--- src/rtl/capp_pkg.sv ---
// Shared opcode and FSM state types for the content-addressable parallel processor.
package capp_pkg;

    typedef enum logic [2:0] {
        CAPP_NOP          = 3'd0,
        CAPP_SET_ALL      = 3'd1,
        CAPP_CLEAR_ALL    = 3'd2,
        CAPP_SEARCH       = 3'd3,
        CAPP_SELECT_FIRST = 3'd4,
        CAPP_WRITE        = 3'd5,
        CAPP_READ         = 3'd6,
        CAPP_SELECT_NEXT  = 3'd7
    } capp_op_t;

    typedef enum logic [1:0] {
        ST_IDLE = 2'd0,
        ST_EXEC = 2'd1,
        ST_RESP = 2'd2
    } capp_state_t;

endpackage

--- src/rtl/capp_if.sv ---
// Command/response bus between a host sequencer (master) and capp_engine (slave).
// Handshake: a command transfers on a rising edge where cmd_valid && cmd_ready;
// a response transfers on a rising edge where rsp_valid && rsp_ready. A source
// holds its valid and payload steady until the transfer happens.
interface capp_if #(
    parameter int NUM_BITS  = 8,
    parameter int NUM_CELLS = 16
);
    localparam int IDX_W = $clog2(NUM_CELLS);

    logic                cmd_valid;
    logic                cmd_ready;
    logic [2:0]          cmd_op;
    logic [NUM_BITS-1:0] cmd_comparand;
    logic [NUM_BITS-1:0] cmd_mask;
    logic                rsp_valid;
    logic                rsp_ready;
    logic [NUM_BITS-1:0] rsp_data;
    logic                rsp_some;
    logic [IDX_W-1:0]    rsp_first_idx;

    modport master (
        output cmd_valid, cmd_op, cmd_comparand, cmd_mask, rsp_ready,
        input  cmd_ready, rsp_valid, rsp_data, rsp_some, rsp_first_idx
    );

    modport slave (
        input  cmd_valid, cmd_op, cmd_comparand, cmd_mask, rsp_ready,
        output cmd_ready, rsp_valid, rsp_data, rsp_some, rsp_first_idx
    );
endinterface

--- src/rtl/capp_cell.sv ---
// One CAPP word plus its tag bit. The tag update is exposed combinationally
// (tag_next) so the top can register post-command status in the same edge.
module capp_cell
    import capp_pkg::*;
#(
    parameter int NUM_BITS = 8
) (
    input  logic                CLK,
    input  logic                RST,
    input  logic                en,
    input  capp_op_t            op,
    input  logic [NUM_BITS-1:0] c,
    input  logic [NUM_BITS-1:0] m,
    input  logic                first_hit,
    output logic                match,
    output logic                tag_next,
    output logic [NUM_BITS-1:0] word
);
    logic tag;
    logic key_hit;

    assign key_hit = (((word ^ c) & m) == '0);
    assign match   = tag;

    // Next tag value for the command being executed (holds when not executing).
    always_comb begin
        tag_next = tag;
        if (en) begin
            case (op)
                CAPP_SET_ALL:      tag_next = 1'b1;
                CAPP_CLEAR_ALL:    tag_next = 1'b0;
                CAPP_SEARCH:       tag_next = tag & key_hit;
                CAPP_SELECT_FIRST: tag_next = first_hit;
                CAPP_SELECT_NEXT:  tag_next = tag & ~first_hit;
                default:           tag_next = tag;
            endcase
        end
    end

    // Tag and word storage; masked write only touches tagged words.
    always_ff @(posedge CLK) begin
        if (RST) begin
            tag  <= 1'b0;
            word <= '0;
        end else begin
            tag <= tag_next;
            if (en && op == CAPP_WRITE && tag) begin
                word <= (word & ~m) | (c & m);
            end
        end
    end

endmodule

--- src/rtl/capp_engine.sv ---
// Content-addressable parallel processor with a valid/ready command/response bus.
// Optional feature: define CAPP_TAG_COUNT_EN to add the registered tag_count port.
module capp_engine
    import capp_pkg::*;
#(
    parameter int  NUM_BITS  = 8,
    parameter int  NUM_CELLS = 16,
    localparam int IDX_W     = $clog2(NUM_CELLS),
    localparam int CNT_W     = $clog2(NUM_CELLS + 1)
) (
    input  logic                 CLK,
    input  logic                 RST,
    capp_if.slave                bus,
    output logic [NUM_CELLS-1:0] tag_wires,
`ifdef CAPP_TAG_COUNT_EN
    output logic [CNT_W-1:0]     tag_count,
`endif
    output capp_state_t          dbg_state
);
    capp_state_t         state, state_next;
    capp_op_t            op_q;
    logic [NUM_BITS-1:0] c_q, m_q;
    logic                exec_en;

    logic [NUM_CELLS-1:0] tags, tags_next, first_hit;
    logic [NUM_BITS-1:0]  words [NUM_CELLS];
    logic [NUM_BITS-1:0]  read_or;

    logic [NUM_BITS-1:0] rsp_data_q;
    logic                rsp_some_q;
    logic [IDX_W-1:0]    rsp_idx_q;

    function automatic logic [IDX_W-1:0] lowest_idx(input logic [NUM_CELLS-1:0] t);
        lowest_idx = '0;
        for (int i = NUM_CELLS - 1; i >= 0; i--) begin
            if (t[i]) lowest_idx = IDX_W'(i);
        end
    endfunction

    assign exec_en       = (state == ST_EXEC);
    assign bus.cmd_ready = (state == ST_IDLE);
    assign bus.rsp_valid = (state == ST_RESP);
    assign bus.rsp_data      = rsp_data_q;
    assign bus.rsp_some      = rsp_some_q;
    assign bus.rsp_first_idx = rsp_idx_q;
    assign tag_wires     = tags;
    assign dbg_state     = state;

    // Lowest set tag as a one-hot vector (two's-complement isolate).
    assign first_hit = tags & (~tags + NUM_CELLS'(1));

    // FSM state register.
    always_ff @(posedge CLK) begin
        if (RST) state <= ST_IDLE;
        else     state <= state_next;
    end

    // FSM next-state: one command in flight, response held until consumed.
    always_comb begin
        state_next = state;
        case (state)
            ST_IDLE: if (bus.cmd_valid) state_next = ST_EXEC;
            ST_EXEC: state_next = ST_RESP;
            ST_RESP: if (bus.rsp_ready) state_next = ST_IDLE;
            default: state_next = ST_IDLE;
        endcase
    end

    // Operand latch on command acceptance.
    always_ff @(posedge CLK) begin
        if (RST) begin
            op_q <= CAPP_NOP;
            c_q  <= '0;
            m_q  <= '0;
        end else if (state == ST_IDLE && bus.cmd_valid) begin
            op_q <= capp_op_t'(bus.cmd_op);
            c_q  <= bus.cmd_comparand;
            m_q  <= bus.cmd_mask;
        end
    end

    for (genvar g = 0; g < NUM_CELLS; g++) begin : g_cell
        capp_cell #(.NUM_BITS(NUM_BITS)) u_cell (
            .CLK       (CLK),
            .RST       (RST),
            .en        (exec_en),
            .op        (op_q),
            .c         (c_q),
            .m         (m_q),
            .first_hit (first_hit[g]),
            .match     (tags[g]),
            .tag_next  (tags_next[g]),
            .word      (words[g])
        );
    end

    // Masked OR of every tagged word for READ.
    always_comb begin
        read_or = '0;
        for (int i = 0; i < NUM_CELLS; i++) begin
            if (tags[i]) read_or = read_or | (words[i] & m_q);
        end
    end

    // Response registers capture post-command status at the end of EXEC.
    always_ff @(posedge CLK) begin
        if (RST) begin
            rsp_data_q <= '0;
            rsp_some_q <= 1'b0;
            rsp_idx_q  <= '0;
        end else if (exec_en) begin
            rsp_data_q <= (op_q == CAPP_READ) ? read_or : '0;
            rsp_some_q <= |tags_next;
            rsp_idx_q  <= lowest_idx(tags_next);
        end
    end

`ifdef CAPP_TAG_COUNT_EN
    logic [CNT_W-1:0] pop_next;

    // Popcount of post-command tags.
    always_comb begin
        pop_next = '0;
        for (int i = 0; i < NUM_CELLS; i++) begin
            pop_next = pop_next + CNT_W'(tags_next[i]);
        end
    end

    // Tag count register, updated together with the response.
    always_ff @(posedge CLK) begin
        if (RST)          tag_count <= '0;
        else if (exec_en) tag_count <= pop_next;
    end
`endif

endmodule

--- src/flat_wrapper.sv ---
// flat-port wrapper written by rule: the top's interface ports become plain ports
module capp_engine_flat import capp_pkg::*;
#(
    parameter int  NUM_BITS  = 8,
    parameter int  NUM_CELLS = 16,
    localparam int IDX_W     = $clog2(NUM_CELLS),
    localparam int CNT_W     = $clog2(NUM_CELLS + 1)
)
  (CLK, RST, tag_wires, dbg_state, bus_cmd_valid, bus_cmd_op, bus_cmd_comparand, bus_cmd_mask, bus_rsp_ready, bus_cmd_ready, bus_rsp_valid, bus_rsp_data, bus_rsp_some, bus_rsp_first_idx);
  capp_if #(.NUM_BITS(NUM_BITS), .NUM_CELLS(NUM_CELLS)) bus_i ();
  input  logic CLK;
  input  logic RST;
  output logic [NUM_CELLS-1:0] tag_wires;
  output capp_state_t dbg_state;
  input wire logic [$bits(bus_i.cmd_valid)-1:0] bus_cmd_valid;
  input wire logic [$bits(bus_i.cmd_op)-1:0] bus_cmd_op;
  input wire logic [$bits(bus_i.cmd_comparand)-1:0] bus_cmd_comparand;
  input wire logic [$bits(bus_i.cmd_mask)-1:0] bus_cmd_mask;
  input wire logic [$bits(bus_i.rsp_ready)-1:0] bus_rsp_ready;
  output wire logic [$bits(bus_i.cmd_ready)-1:0] bus_cmd_ready;
  output wire logic [$bits(bus_i.rsp_valid)-1:0] bus_rsp_valid;
  output wire logic [$bits(bus_i.rsp_data)-1:0] bus_rsp_data;
  output wire logic [$bits(bus_i.rsp_some)-1:0] bus_rsp_some;
  output wire logic [$bits(bus_i.rsp_first_idx)-1:0] bus_rsp_first_idx;
  assign bus_i.cmd_valid = bus_cmd_valid;
  assign bus_i.cmd_op = bus_cmd_op;
  assign bus_i.cmd_comparand = bus_cmd_comparand;
  assign bus_i.cmd_mask = bus_cmd_mask;
  assign bus_i.rsp_ready = bus_rsp_ready;
  assign bus_cmd_ready = bus_i.cmd_ready;
  assign bus_rsp_valid = bus_i.rsp_valid;
  assign bus_rsp_data = bus_i.rsp_data;
  assign bus_rsp_some = bus_i.rsp_some;
  assign bus_rsp_first_idx = bus_i.rsp_first_idx;
  capp_engine #(.NUM_BITS(NUM_BITS), .NUM_CELLS(NUM_CELLS)) u_core (.CLK(CLK), .RST(RST), .bus(bus_i), .tag_wires(tag_wires), .dbg_state(dbg_state));
endmodule
--- config.mk ---
export PLATFORM = sky130hd
export DESIGN_NAME = capp_engine_flat
export DESIGN_NICKNAME = d
export VERILOG_FILES = /design/src/rtl/capp_pkg.sv /design/src/rtl/capp_if.sv /design/src/rtl/capp_cell.sv /design/src/rtl/capp_engine.sv /design/src/flat_wrapper.sv
export SDC_FILE = /design/constraint.sdc
export NUM_CORES = 1
export LEC_CHECK = 0
export BUFFER_PORTS_ARGS = -buffer_cell sky130_fd_sc_hd__buf_4
export CAP_MARGIN = 25
export CORE_MARGIN = 3
export CORE_UTILIZATION = 29
export CTS_BUF_LIST = sky130_fd_sc_hd__clkbuf_4 sky130_fd_sc_hd__clkbuf_8
export DETAILED_ROUTE_END_ITERATION = 12
export SETUP_SLACK_MARGIN = 0.5
export SLEW_MARGIN = 30
export SYNTH_ARGS = -nofsm -noshare
export SYNTH_HDL_FRONTEND = slang
export SYNTH_SLANG_ARGS = --single-unit
--- constraint.sdc ---
create_clock -name CLK -period 2.2 [get_ports CLK]
set_input_delay 0.22 -clock CLK [delete_from_list [all_inputs] [get_ports CLK]]
set_output_delay 0.22 -clock CLK [all_outputs]
set_load 0.02 [all_outputs]
== Yosys cells after proc, flatten, opt, wreduce, memory -nomap -nowiden ==
Index checks and enable logic that the tools add are counted.
W data, S select, Z words.
Storage, ports and cells
  register bits: 178
  output and inout bits: 33
  word-level logic and storage cells: 303
  bits of input ports: 23
Cells by class
  eq/ne operators: 11
  bitwise gates (word level): 147
  multiplexer cells: 68
  add/subtract/negate cells: 1
  reduce and logical (&&, ||, !) cells: 37
Operators by type and width (number)
  $and A8 B8 Y8: 49
  $or A8 B8 Y8: 31
  $mux W8: 17
  $logic_not A8 Y1: 16
  $xor A8 B8 Y8: 16
  $pmux W1 S5: 16
  $mux W4: 16
  $and A1 B1 Y1: 32
  $logic_and A1 B1 Y1: 18
  $add A16 B1 Y16 const B: 1
  $and A16 B16 Y16: 1
  $mux W1: 16
  $not A1 Y1: 16
  $not A16 Y16: 1
  $reduce_or A16 Y1: 1
  $eq A3 B3 Y1 const B: 4
  $not A8 Y8: 1
  $eq A3 B2 Y1 const B: 2
  $pmux W2 S3: 1
  $mux W2: 2
  $ne A2 B2 Y1 const B: 2
  $eq A3 B1 Y1 const B: 1
  $eq A2 B1 Y1 const B: 1
  $eq A2 B2 Y1 const B: 1
  other kinds (2): 2

== Longest topological paths before layout ==
  depth in word-level cells: 33
  gate-level depth with buffers: 11
  depth with buffers taken out: 8

== Hierarchy ==
A second synthesis with hierarchy kept.
Second synthesis, totals
  cell total of the unflattened synthesis: 1492
  area total of the unflattened synthesis: 12418.2 um^2
Modules (own cells, without submodules)
  capp_cell: cells each 76, times used 16, sequential area each 180.2 um^2, area each 638.1 um^2
  capp_engine: cells each 276, times used 1, sequential area each 680.7 um^2, area each 2208.4 um^2

== Worst setup path before layout ==
Ideal clock, no wire load.
  kind: flip-flop to flip-flop
  start: register u_core.state[0] (netlist: u_core.dbg_state[0])
  end: register u_core.rsp_some_q (netlist: u_core.bus.rsp_some)
  data required time: 2.063 ns
  setup time: 0.137 ns
  stages on the path, launching flop included: 11
  clock period less this slack: 2.456 ns
  data arrival time: 2.319 ns
  slack: -0.256 ns
  buffers on the path: 2
  cell sequence: dfxtp_1 nand2b_1 clkbuf_1 a211o_1 clkbuf_1 o31ai_1 o31ai_1 a2111oi_2 nand2_1 nor3_1 a221oi_1
Between the ends
  cells in the longest elaborated chain, start to end: 3
  elaborated cells between the ends (all ways): 18
  those cells by class: eq/ne (1); mux (16); reduce/logical (1)
RTL lines
  start, declared: line capp_engine.sv:20  | capp_state_t state, state_next;
  start signal, assigned: line capp_engine.sv:55  | else state <= state_next;
  $eq A2 B1 Y1 *: line capp_engine.sv:40  | assign exec_en = (state == ST_EXEC);
  $mux W1: line capp_cell.sv:28  | if (en) begin
  $reduce_or A16 Y1: line capp_engine.sv:113  | rsp_some_q <= |tags_next;
  end signal, assigned: line capp_engine.sv:113
  end, declared: line capp_engine.sv:30  | logic rsp_some_q;
Every way passes the cells marked *; elsewhere a longest branch is shown, timed or not.
A chain may end at the register's enable or synchronous reset.

== Worst setup path in the final report ==
  start: register u_core.g_cell[0].u_cell.tag
  end: register u_core.rsp_idx_q[3] (netlist: u_core.bus.rsp_first_idx[3])
Between the ends
  cells in the longest elaborated chain, start to end: 23
  elaborated cells between the ends (all ways): 84
  those cells by class: add/sub (1); mux (48); bitwise (35)
RTL lines
  start, declared: line capp_cell.sv:19  | logic tag;
  start signal, assigned: line capp_cell.sv:46  | tag <= tag_next;
  $not A16 Y16: line capp_engine.sv:50  | assign first_hit = tags & (~tags + NUM_CELLS'(1));
  $add A16 B1 Y16: line capp_engine.sv:50
  $and A16 B16 Y16: line capp_engine.sv:50
  $not A1 Y1: line capp_cell.sv:34  | CAPP_SELECT_NEXT: tag_next = tag & ~first_hit;
  $and A1 B1 Y1: line capp_cell.sv:34
  $pmux W1 S5: line capp_cell.sv:29  | case (op)
  $mux W1: line capp_cell.sv:28
  $mux W4 (15 in series): line capp_engine.sv:36  | if (t[i]) lowest_idx = IDX_W'(i);
  $mux W4 *: line capp_engine.sv:36
  end signal, assigned: line capp_engine.sv:114  | rsp_idx_q <= lowest_idx(tags_next);
  end, declared: line capp_engine.sv:31  | logic [IDX_W-1:0] rsp_idx_q;
Marks and branches as above.

==> metrics.txt <==
status finished with violations; failing checks setup timing; Vias/cell 5.482; leading area contributor after synthesis dfxtp_1; slew margin rel. 0.6003; via count between 10000 and 15000; cell family with most CP delay simple AND/OR/NAND/NOR gates; count of boundary I/O pins 56; Tmin final roughly 2500 ps; Total Die Area 38390 um2; nets ~1500; share of cells above drive strength 1 0.3927; worst slew pin tran approximately 600 ps; Worst path depth 9; xor/xnor share of the synthesized area 0.1080; post-synthesis mux area share 0.1110; CTS root buffer clkbuf_8; Simple-Gate Fraction of Synth Area 0.1911; Worst Path Required about 2600 ps; adder-cell share of the synthesized area 0; CP Cell Sequence nor4_4 > buf_4 > nand3_4 > o31a_1 > o41ai_2 > and2_4 > nor3b_4 > nor3b_2 > o41ai_2; grt ovf 0; Worst R2R Path Depth 9; fraction of registers with async set/reset 0; Worst EP arrival about 2800 ps; first-pass GRT wire length between 60000 and 70000 um; crit path to u_core.bus.rsp_first_idx[3]$_SDFFE_PP0N_; Final WS setup -264.7 ps; post-synth cell types 65; Final Cycle Share 1.120; largest net degree at the start of global routing 65; Final Total Pwr 6.918 mW; Syn. warnings 0; slowest stage delay, CP 370 ps; Placement Setup Slack -252.0 ps; starting density of the core 0.2984; GRT Overall Usage 0.2072; CP Capture Type flop; top-count cell post-synth nand2_1; Setup Crit Path Kind flop to flop; Layout Skew 26.12 ps; Setup violations, final 5; Hold WC Path Type primary input to flop; Routed Antenna Nets 0; vias in the first global route 10160; Worst-Skew Late Latency roughly 500 ps; clock sink total 178; Yosys reg bits 178; number of synthesized flops with an enable pin 0; initial antenna violation count 0; Detailed Route Iter0 Violations 1099; largest family of logic cells by synthesized area simple AND/OR/NAND/NOR gates; Area growth, synth to finish 40.04%; Die Wd 195.9 um; Syn Nets 1311; Pleak 6.989 nW; gp weighted congestion between 0.9 and 1; CP dominant cell by count o41ai_2; share of the synthesized area in the top cell type 0.3406; synth cell count leaders nand2_1 (200), dfxtp_1 (178), nor2_1 (143); CP max FO 7; Synth Area per Inst 8.122 um2; CTS max path bufs 2; R2R Path End u_core.bus.rsp_first_idx[3]$_SDFFE_PP0N_; PwrDens ~470 nW/um2; Post-Place Cells between 1500 and 2000; Site Rows 68; non-filler cells, final 1927; final slew viol count 0; CTS H-tree lvls 4; Hold WS 164.2 ps; Buf/Inv on CP 1; floorplan core area 35050 um2; slowest stage cell, crit path dfxtp_4; Crit. Startpoint u_core.g_cell[0].u_cell.match$_SDFF_PP0_; Die Y-Extent 195.9 um; CTS tree yes; CTS buffer count 17; Final Core Density 0.4179; DRT Pass-1 Iters 5; sequential area share after synthesis 0.3406; Final Hold Fails 0; R2R Setup Slk -260 ps; main area contributors after synthesis dfxtp_1 (34%), mux2i_1 (11%), xor2_1 (11%); RSZ-0062 raised after global routing true; Reg2Reg Launch Point u_core.g_cell[0].u_cell.match$_SDFF_PP0_; Max Freq a little over 0.4 GHz; DRC 0; Clk pin slew, worst setup/hold paths roughly 100 ps; max-cap viol count 0; Post-Route WL slightly above 40000 um; average wire per standard cell 21.38 um; Startpoint Class flop; ant diodes 0; # port buffers 55; Final HPWL DP 28140 um; Synth Area in Compound Gates 0.1794; Top FF cell, synth dfxtp_1; Mapped Area 10460 um2; Mapped Cells 1288; VDD IR-drop max about 0.41 mV
-- cell families (layout without fill, tap and decap cells) --
kind of cell | count (synthesis) | in the layout
buf+inv | 164 | 348
compound gates | 251 | 251
mux | 116 | 116
simple gates | 450 | 450
flops | 178 | 178
xor+xnor | 129 | 129
-- metrics by stage --
stage	instance area [um2]	TNS, ps
after floorplan	10580	-198.3
after global placement	12490	-844.1
after global routing	14650	-1344
after detailed placement	12490	-970.0
after CTS	14130	-589.9
final	14650	-823.1
-- repair_timing --
item	CTS	global route
hold endpoints to repair	20	0
buffers inserted	22	13
gates cloned	4	1
resized for setup	235	112
hold buffers	20	0
pin swaps	63	98
endpoints found under the setup margin	157	156
-- report_power, final --
group	leakage, nW	switching (mW)	total [mW]	internal [mW]
registers	1.45	0.0490	3.30	3.25
logic	5.35	0.740	1.32	0.578
clock network	0.195	1.43	2.30	0.870
-- placed cells by master, fill, tap and decap left out, types with 7 or more instances in the layout --
cell,netlist,routed
dfxtp_1,178,156
buf_12,0,20
and3_4,0,17
xor2_1,129,127
a21oi_1,63,59
a22o_1,36,34
dlygate4sd3_1,0,20
dfxtp_4,0,9
nand4_1,13,13
a222oi_1,13,13
nand2_2,0,108
nand2_1,200,88
clkbuf_8,0,18
a221oi_1,37,10
inv_6,0,7
nand3_1,24,17
buf_8,0,7
a22oi_1,29,28
buf_6,2,56
dfxtp_2,0,13
buf_4,18,204
mux2i_1,116,115
a221oi_2,0,27
nor2_1,143,137
a32oi_1,8,8
-- worst min-delay path by stage --
| stage | cells after the start | slack (ps) | endpoint | from |
|---|---|---|---|---|
| 2_1_floorplan | 2 | 360 | u_core.m_q[1]$_SDFFE_PP0P_ | bus_cmd_mask[1] |
| 4_1_cts | 2 | 140 | flop | RST |
| 3_3_place_gp | 2 | 460 | u_core.bus.rsp_some$_SDFFE_PP0N_ | u_core.bus.rsp_some$_SDFFE_PP0N_ |
| 3_5_place_dp | 2 | 470 | u_core.bus.rsp_data[2]$_SDFFE_PP0N_ | u_core.bus.rsp_data[2]$_SDFFE_PP0N_ |
| 5_1_grt | 2 | 170 | flop | RST |
| 6_report | 2 | 160 | u_core.g_cell[5].u_cell.match$_SDFF_PP0_ | RST |
-- routing by layer --
layer / part of all wire / routed length [um] / track usage
met5: 0 / 0 / 0
met4: 0.033 / 1355 / 0.08212
met3: 0.092 / 3770 / 0.05667
met2: 0.45 / 18340 / 0.3145
met1: 0.43 / 17720 / 0.2793
-- layout make-up --
class,count,area (um2)
fill,3446,20400
multi-input combinational,946,7107
sequential,178,3613
timing repair buffer,310,2953
tap,455,569.3
clock buffer,18,247.7
clock inverter,14,137.6
inverter,6,22.52
(Power assumes the default switching activity.)
